--- config.mk ---
export PLATFORM = sky130hd
export DESIGN_NAME = fetch_queue
export DESIGN_NICKNAME = d
export VERILOG_FILES = /design/src/rtl/fetch_pkg.sv /design/src/rtl/fetch_fifo.sv /design/src/rtl/fetch_queue.sv
export SDC_FILE = /design/constraint.sdc
export NUM_CORES = 1
export LEC_CHECK = 0
export ABC_AREA = 1
export ABC_CLOCK_PERIOD_IN_PS = 8500
export CAP_MARGIN = 40
export CORE_MARGIN = 5
export CORE_UTILIZATION = 40
export CTS_CLUSTER_SIZE = 16
export DETAILED_ROUTE_END_ITERATION = 7
export DONT_BUFFER_PORTS = 1
export MAX_ROUTING_LAYER = met4
export PLACE_DENSITY = 0.56
export SKIP_CTS_REPAIR_TIMING = 1
export SYNTH_ARGS = -nofsm -noshare
export SYNTH_HDL_FRONTEND = slang
export SYNTH_HIERARCHICAL = 1
export SYNTH_SLANG_ARGS = --single-unit
--- constraint.sdc ---
create_clock -name clk -period 8.5 [get_ports clk]
set_input_delay 0.85 -clock clk [delete_from_list [all_inputs] [get_ports clk]]
set_output_delay 0.85 -clock clk [all_outputs]
set_load 0.01 [all_outputs]
--- src/rtl/fetch_pkg.sv ---
// Shared types and constants for the instruction-fetch queue.
// Optional bypass path is selected in fetch_queue by FETCH_BYPASS_EN.
package fetch_pkg;

    typedef enum logic [1:0] {
        PC_SEL_PC4    = 2'd0,
        PC_SEL_BRANCH = 2'd1,
        PC_SEL_JAL    = 2'd2,
        PC_SEL_JALR   = 2'd3
    } pc_sel_e;

    localparam logic [31:0] NOP_INSTR = 32'h0000_0013;

    typedef struct packed {
        logic [31:0] pc;
        logic [31:0] instr;
    } fq_entry_t;

endpackage

--- src/rtl/fetch_fifo.sv ---
// Small synchronous FIFO with a clear, used for both the {pc,instr} queue
// and the companion queue of in-flight request addresses.
module fetch_fifo #(
    parameter int WIDTH = 64,
    parameter int DEPTH = 4
) (
    input  logic                         clk,
    input  logic                         rst,
    input  logic                         push,
    input  logic [WIDTH-1:0]             push_data,
    input  logic                         pop,
    input  logic                         clear,
    output logic [WIDTH-1:0]             head,
    output logic                         full,
    output logic                         empty,
    output logic [$clog2(DEPTH+1)-1:0]   count
);

    localparam int AW = (DEPTH > 1) ? $clog2(DEPTH) : 1;
    localparam int CW = $clog2(DEPTH+1);

    logic [WIDTH-1:0] mem [DEPTH];
    logic [AW-1:0]    wr_ptr;
    logic [AW-1:0]    rd_ptr;
    logic             do_push;
    logic             do_pop;

    assign full    = (count == CW'(DEPTH));
    assign empty   = (count == '0);
    assign do_push = push && !full;
    assign do_pop  = pop && !empty;
    assign head    = mem[rd_ptr];

    // DEPTH is a power of two, so the pointers wrap on their own.
    always_ff @(posedge clk) begin
        if (rst || clear) begin
            wr_ptr <= '0;
            rd_ptr <= '0;
            count  <= '0;
        end else begin
            if (do_push) wr_ptr <= wr_ptr + AW'(1);
            if (do_pop)  rd_ptr <= rd_ptr + AW'(1);
            count <= count + CW'(do_push) - CW'(do_pop);
        end
    end

    always_ff @(posedge clk) begin
        if (do_push && !rst && !clear) mem[wr_ptr] <= push_data;
    end

endmodule

--- src/rtl/fetch_queue.sv ---
// Instruction-fetch stage: credit-limited in-order requests, prefetch FIFO,
// IF/ID register, redirect with stale-response dropping. Macro: FETCH_BYPASS_EN.
module fetch_queue
    import fetch_pkg::*;
#(
    parameter int              XLEN         = 32,
    parameter int              DEPTH        = 4,
    parameter int              PC_SEL_WIDTH = 2,
    parameter logic [XLEN-1:0] RESET_PC     = 32'h0000_0000
) (
    input  logic                    clk,
    input  logic                    rst,
    output logic                    imem_req_valid,
    input  logic                    imem_req_ready,
    output logic [XLEN-1:0]         imem_addr,
    input  logic                    imem_rsp_valid,
    input  logic [XLEN-1:0]         imem_rsp_data,
    input  logic [PC_SEL_WIDTH-1:0] pc_sel,
    input  logic [XLEN-1:0]         br_target,
    input  logic [XLEN-1:0]         jal_target,
    input  logic [XLEN-1:0]         jalr_target,
    input  logic                    stall_if,
    input  logic                    flush_if,
    output logic [XLEN-1:0]         pc_decode,
    output logic [XLEN-1:0]         instr_decode,
    output logic                    valid_decode
);

    localparam int              CW  = $clog2(DEPTH+1);
    localparam logic [XLEN-1:0] NOP = XLEN'(NOP_INSTR);

    logic [XLEN-1:0]   pc;
    logic [XLEN-1:0]   next_target;
    logic [CW-1:0]     outstanding;
    logic [CW-1:0]     drop;
    logic [CW:0]       in_use;
    logic              redirect;
    logic              req_fire;
    logic              rsp_keep;
    logic              bypass;

    logic [2*XLEN-1:0] entry_head;
    logic              entry_empty;
    logic              entry_full;
    logic [CW-1:0]     entry_count;
    logic [XLEN-1:0]   pc_head;
    logic              pc_empty;
    logic              pc_full;
    logic [CW-1:0]     pc_count;
    logic              unused_fifo_status;

    assign redirect       = (pc_sel != PC_SEL_WIDTH'(PC_SEL_PC4)) || flush_if;
    assign in_use         = {1'b0, entry_count} + {1'b0, outstanding};
    assign imem_req_valid = !rst && !redirect && (in_use < (CW+1)'(DEPTH));
    assign imem_addr      = pc;
    assign req_fire       = imem_req_valid && imem_req_ready;
    assign rsp_keep       = imem_rsp_valid && (drop == '0);

    // A response taken straight into IF/ID must not coincide with a redirect,
    // otherwise it would survive where the queued path discards it.
`ifdef FETCH_BYPASS_EN
    assign bypass = rsp_keep && entry_empty && !stall_if && !redirect;
`else
    assign bypass = 1'b0;
`endif

    assign unused_fifo_status = ^{entry_full, pc_full, pc_empty, pc_count};

    always_comb begin
        next_target = pc;
        case (pc_sel)
            PC_SEL_WIDTH'(PC_SEL_BRANCH): next_target = br_target;
            PC_SEL_WIDTH'(PC_SEL_JAL):    next_target = jal_target;
            PC_SEL_WIDTH'(PC_SEL_JALR):   next_target = jalr_target;
            default:                      next_target = pc;
        endcase
    end

    // Responses still in flight at a redirect belong to the old path and
    // are counted into drop; the one arriving this cycle is already consumed.
    always_ff @(posedge clk) begin
        if (rst) begin
            pc          <= RESET_PC;
            outstanding <= '0;
            drop        <= '0;
        end else begin
            outstanding <= outstanding + CW'(req_fire) - CW'(imem_rsp_valid);
            if (redirect) begin
                pc   <= next_target;
                drop <= outstanding - CW'(imem_rsp_valid);
            end else begin
                if (req_fire) pc <= pc + XLEN'(4);
                if (imem_rsp_valid && (drop != '0)) drop <= drop - CW'(1);
            end
        end
    end

    fetch_fifo #(.WIDTH(XLEN), .DEPTH(DEPTH)) u_pc_fifo (
        .clk       (clk),
        .rst       (rst),
        .push      (req_fire),
        .push_data (pc),
        .pop       (rsp_keep),
        .clear     (redirect),
        .head      (pc_head),
        .full      (pc_full),
        .empty     (pc_empty),
        .count     (pc_count)
    );

    fetch_fifo #(.WIDTH(2*XLEN), .DEPTH(DEPTH)) u_entry_fifo (
        .clk       (clk),
        .rst       (rst),
        .push      (rsp_keep && !bypass),
        .push_data ({pc_head, imem_rsp_data}),
        .pop       (!flush_if && !stall_if),
        .clear     (redirect),
        .head      (entry_head),
        .full      (entry_full),
        .empty     (entry_empty),
        .count     (entry_count)
    );

    always_ff @(posedge clk) begin
        if (rst) begin
            pc_decode    <= '0;
            instr_decode <= NOP;
            valid_decode <= 1'b0;
        end else if (flush_if) begin
            instr_decode <= NOP;
            valid_decode <= 1'b0;
        end else if (!stall_if) begin
            if (!entry_empty) begin
                pc_decode    <= entry_head[2*XLEN-1:XLEN];
                instr_decode <= entry_head[XLEN-1:0];
                valid_decode <= 1'b1;
            end else if (bypass) begin
                pc_decode    <= pc_head;
                instr_decode <= imem_rsp_data;
                valid_decode <= 1'b1;
            end else begin
                instr_decode <= NOP;
                valid_decode <= 1'b0;
            end
        end
    end

endmodule

; ---- After elaboration in Yosys (flattened, before gate mapping)
; Memories as Yosys holds them, arrays and structs flattened. A register that Yosys moved wholly into a read port is not among the register bits.
; Index checks and enable logic that the tools add are counted.
[totals]
regBits = 117
mem_bits_rw = 384
input_bits = 136
out_inout_bits = 98
word_cells = 87
memories = 2
[mem_list]
columns = name, words, word_bits, read_ports, rd_clocked_by_memory_dff, write_ports, line
row1 = u_entry_fifo.mem, 4, 64, 1, 1, 1, fetch_fifo.sv:22  ; logic [WIDTH-1:0] mem [DEPTH];
row2 = u_pc_fifo.mem, 4, 32, 1, 1, 1, fetch_fifo.sv:22
[op_classes]
addsub = 14
order_cmp = 1
eq_ne = 6
muxes = 15
bitwise = 3
n_reduce_logical = 34
[ops]
columns = op, count
row1 = $mux W32, 3
row2 = $pmux W32 S3, 1
row3 = $add A32 B3 Y32 const B, 1
row4 = $logic_and A1 B1 Y1, 14
row5 = $sub A3 B1 Y3, 4
row6 = $add A3 B1 Y3, 3
row7 = $logic_not A3 Y1, 3
row8 = $add A2 B1 Y2 const B, 4
row9 = $logic_not A1 Y1, 8
row10 = $mux W2, 4
row11 = $eq A3 B3 Y1 const B, 2
row12 = $mux W3, 2
row13 = $reduce_bool A2 Y1, 3
row14 = $mux W1, 5
row15 = $add A3 B3 Y4, 1
row16 = $eq A2 B2 Y1 const B, 2
row17 = $lt A4 B3 Y1 const B, 1
row18 = $ne A4 B4 Y1 const B, 1
row19 = $not A1 Y1, 3
row20 = $reduce_and A3 Y1, 1
row21 = $reduce_bool A3 Y1, 1
row22 = $sub A3 B1 Y3 const B, 1
row23 = $eq A2 B1 Y1 const B, 1
row24 = $logic_or A1 B1 Y1, 2
row25 = other kinds (2), 2

; ---- Longest topological paths before layout
[depth]
word_depth = 11
mapped_depth = 15
ltp_nobuf = 14

; ---- Modules after synthesis
; Netlist, hierarchy kept.
[modules_own_cells]
columns = module, n_inst, cells_each, area_each_um2, seq_area_each_um2
row1 = fetch_fifo at u_entry_fifo, 1, 690, 9989.6, 7867.5
row2 = fetch_queue, 1, 846, 5489.0, 2062.0
row3 = fetch_fifo at u_pc_fifo, 1, 380, 5276.3, 4023.9

; ---- Worst setup path before layout
; Ideal clock, no wire load.
[synth_timing]
kind = in2reg
startpoint = input pc_sel[1]
endpoint = memory u_entry_fifo.mem[0][0] (enable)
setup_time_ps = 487
arrival_time_ps = 4572
t_required_ps = 8013
slack_ps = 3441
path_stages = 7
path_buffers = 2
cell_sequence = nor2_4 buf_4 nand2_2 buf_2 nor2_1 nand3_1 nor2_1
[synth_between]
elab_chain_len = 6
[synth_lines]
columns = element, line
row1 = start: declaration, fetch_queue.sv:18  ; input logic [PC_SEL_WIDTH-1:0] pc_sel,
row2 = $reduce_bool A2 Y1, fetch_queue.sv:52  ; assign redirect = (pc_sel != PC_SEL_WIDTH'(PC_SEL_PC4)) || flush_if;
row3 = $logic_or A1 B1 Y1, fetch_queue.sv:52
row4 = net redirect, fetch_queue.sv:37  ; logic redirect;
row5 = $logic_not A1 Y1, fetch_fifo.sv:48  ; if (do_push && !rst && !clear) mem[wr_ptr] <= push_data;
row6 = $logic_and A1 B1 Y1, fetch_fifo.sv:48
row7 = $mux W1, fetch_fifo.sv:48
row8 = $mux W1 (implied by the code), fetch_fifo.sv:48
row9 = end: declaration, fetch_fifo.sv:22
; The timed path passes the listed nets, and every way through them passes these cells.

; ---- Worst setup path after layout
[layout_timing]
startpoint = input pc_sel[1]
endpoint = memory u_entry_fifo.mem[0][49] (enable)
[layout_between]
elab_chain_len = 6
[layout_lines]
columns = element, line
row1 = $reduce_bool A2 Y1, fetch_queue.sv:52
row2 = $logic_or A1 B1 Y1, fetch_queue.sv:52
row3 = $logic_not A1 Y1, fetch_fifo.sv:48
row4 = $logic_and A1 B1 Y1, fetch_fifo.sv:48
row5 = $mux W1, fetch_fifo.sv:48
row6 = $mux W1 (implied by the code), fetch_fifo.sv:48
; No other way between the ends.

==> impl_metrics.json <==
{
  "hold_class": "input pin to flip-flop",
  "peakVddDrop_mv": 0.157,
  "start_util": 0.404,
  "rows": 83,
  "finalWeightedCongestion": 0.860,
  "portBuffers": 0,
  "hold_viol_final": 0,
  "layoutNonFillerInstCount": 2617,
  "slowest_delay_ns": 0.59,
  "critical-path-top-delay-family": "simple AND/OR/NAND/NOR gates",
  "fp.dieH_um": 238,
  "die_w_um": 238,
  "placed_cell_area_um2": 21300,
  "rsz0062_at_grt": "no",
  "wire_per_inst_um": 19.2,
  "drv_cap": 0,
  "syn_area_per_cell_um2": 10.8,
  "p_leak_nw": 7.88,
  "crit_path_max_fanout": 33,
  "n_antenna_cell": 0,
  "reg2regPathDepth": 9,
  "finalMaxSlewViolations": 0,
  "clkLatencyLatePin_ns": 0.59,
  "cp_common_cell": "nor2_4",
  "dr.pass1.iters": 5,
  "synthToLayoutAreaGrowth_pct": 11.6,
  "fillers": 4736,
  "cp-startpoint": "pc_sel[1]",
  "start_kind": "input pin",
  "relSlewSlack": 0.414,
  "period_needed_ns": 3.41,
  "netlist_instances": 1914,
  "path_clk_slew_ns": 0.06,
  "drive_above_1_share": 0.0702,
  "ant_nets": 0,
  "fmax_mhz": 293,
  "core_area_um2": 51300,
  "path_cells": "nor2_4 -> nand2_2 -> nor2_1 -> nand3_1 -> nor2_4 -> buf_4 -> buf_12",
  "grt_first_pass_wirelength_um": 77500,
  "clockBufferDepth": 3,
  "r2r-start": "outstanding[1]",
  "worst-path-stages": 7,
  "grt_use_total": 0.178,
  "final_cell_mix": "edfxtp_1, nor2_1, nand2_1",
  "final_util": 0.452,
  "drc": 0,
  "p_per_area_nw_per_um2": 226,
  "syn_nets": 2074,
  "worstSetupPathType": "input pin to flip-flop",
  "finalSetupViolCount": 0,
  "io_pins": 234,
  "path_buf_inv": 2,
  "min-delay-start": "rst",
  "drt-vias-per-instance": 5.22,
  "antenna_found_initial": 0,
  "crit_path_end_kind": "flip-flop",
  "num-nets-final": 2052,
  "grt_overflow": 0,
  "syn_area_um2": 20700,
  "routed_wl_um": 50300,
  "drt_iter0_markers": 895,
  "worst_path_max_delay_cell": "nor2_1",
  "ys_warn_count": 6,
  "status": "finished, final reports clean",
  "fin_skew_ns": 0.0310,
  "clockRootBuffer": "clkbuf_16",
  "mostFrequentLayoutCell": "edfxtp_1",
  "numPlacedInstances": 2516,
  "htreeDepth": 2,
  "finalSetupTns_ns": 0,
  "final_cell_area_um2": 23200,
  "grt_max_degree": 75,
  "cts_tree": "yes",
  "place_hpwl_um": 32000,
  "tightestPinTransition_ns": 0.878,
  "period_share": 0.401,
  "holdPathStages": 1,
  "cp.required_ns": 8.77,
  "vias": 13700,
  "grt_pass1_vias": 13400,
  "cts_buffers": 53,
  "critPathArrivalTime_ns": 3.69,
  "dieArea_um2": 56500,
  "cts_sinks": 505
}
per-layer routing:
layer	vias up	global-route usage	wire length [µm]	share of wire
met5	-	-	0	0
met4	0	0.0469	837	0.017
met3	54	0.0376	3580	0.071
met2	393	0.279	23300	0.46
met1	6542	0.238	22600	0.45
li1	6664	-	-	-
worst paths after layout:
kind                        endpoint  slack (ns)
min                    imem_addr[26]        0.33
max          u_entry_fifo/mem[0][49]        5.09
min reg2reg                flip-flop        0.48
max reg2reg     u_pc_fifo/mem[3][24]        5.49
flip-flops by register name, summed over array words and instances (netlist names), named ones only:
signal / flops
u_entry_fifo/wr_ptr: 2
u_entry_fifo/count: 3
u_pc_fifo/mem: 128
pc_decode: 32
u_pc_fifo/wr_ptr: 2
instr_decode: 32
u_entry_fifo/rd_ptr: 2
outstanding: 3
u_pc_fifo/count: 3
valid_decode: 1
u_pc_fifo/rd_ptr: 2
drop: 3
imem_addr: 32
u_entry_fifo/mem: 256
final cells by class:
class,instances,area (µm²),share of cell area
timing repair buffer,27,355,0.0153
clock buffer,67,1430,0.0617
inverter,82,317,0.0137
sequential,505,14000,0.603
tap,680,851,0.0367
clock inverter,33,374,0.0162
multi-input combinational,1223,5880,0.254
stage by stage:
| stage | hold slack (ns) | setup WS [ns] | power (mW) |
|---|---|---|---|
| after floorplan | 0.448 | 3.44 | 2.87 |
| after global placement | 0.463 | 4.47 | 2.92 |
| after detailed placement | 0.467 | 4.51 | 2.93 |
| after CTS | 0.294 | 5.13 | 5.30 |
| after global routing | 0.308 | 4.88 | 5.43 |
| final | 0.331 | 5.09 | 5.24 |
power breakdown:
| group | internal [mW] | leakage, nW | switching [mW] |
|---|---|---|---|
| combinational | 0.0544 | 2.54 | 0.0910 |
| clock | 1.41 | 0.875 | 0.950 |
| sequential | 2.67 | 4.46 | 0.0628 |
| total | 4.14 | 7.88 | 1.10 |
No activity file was read; power rests on OpenSTA's default activity.
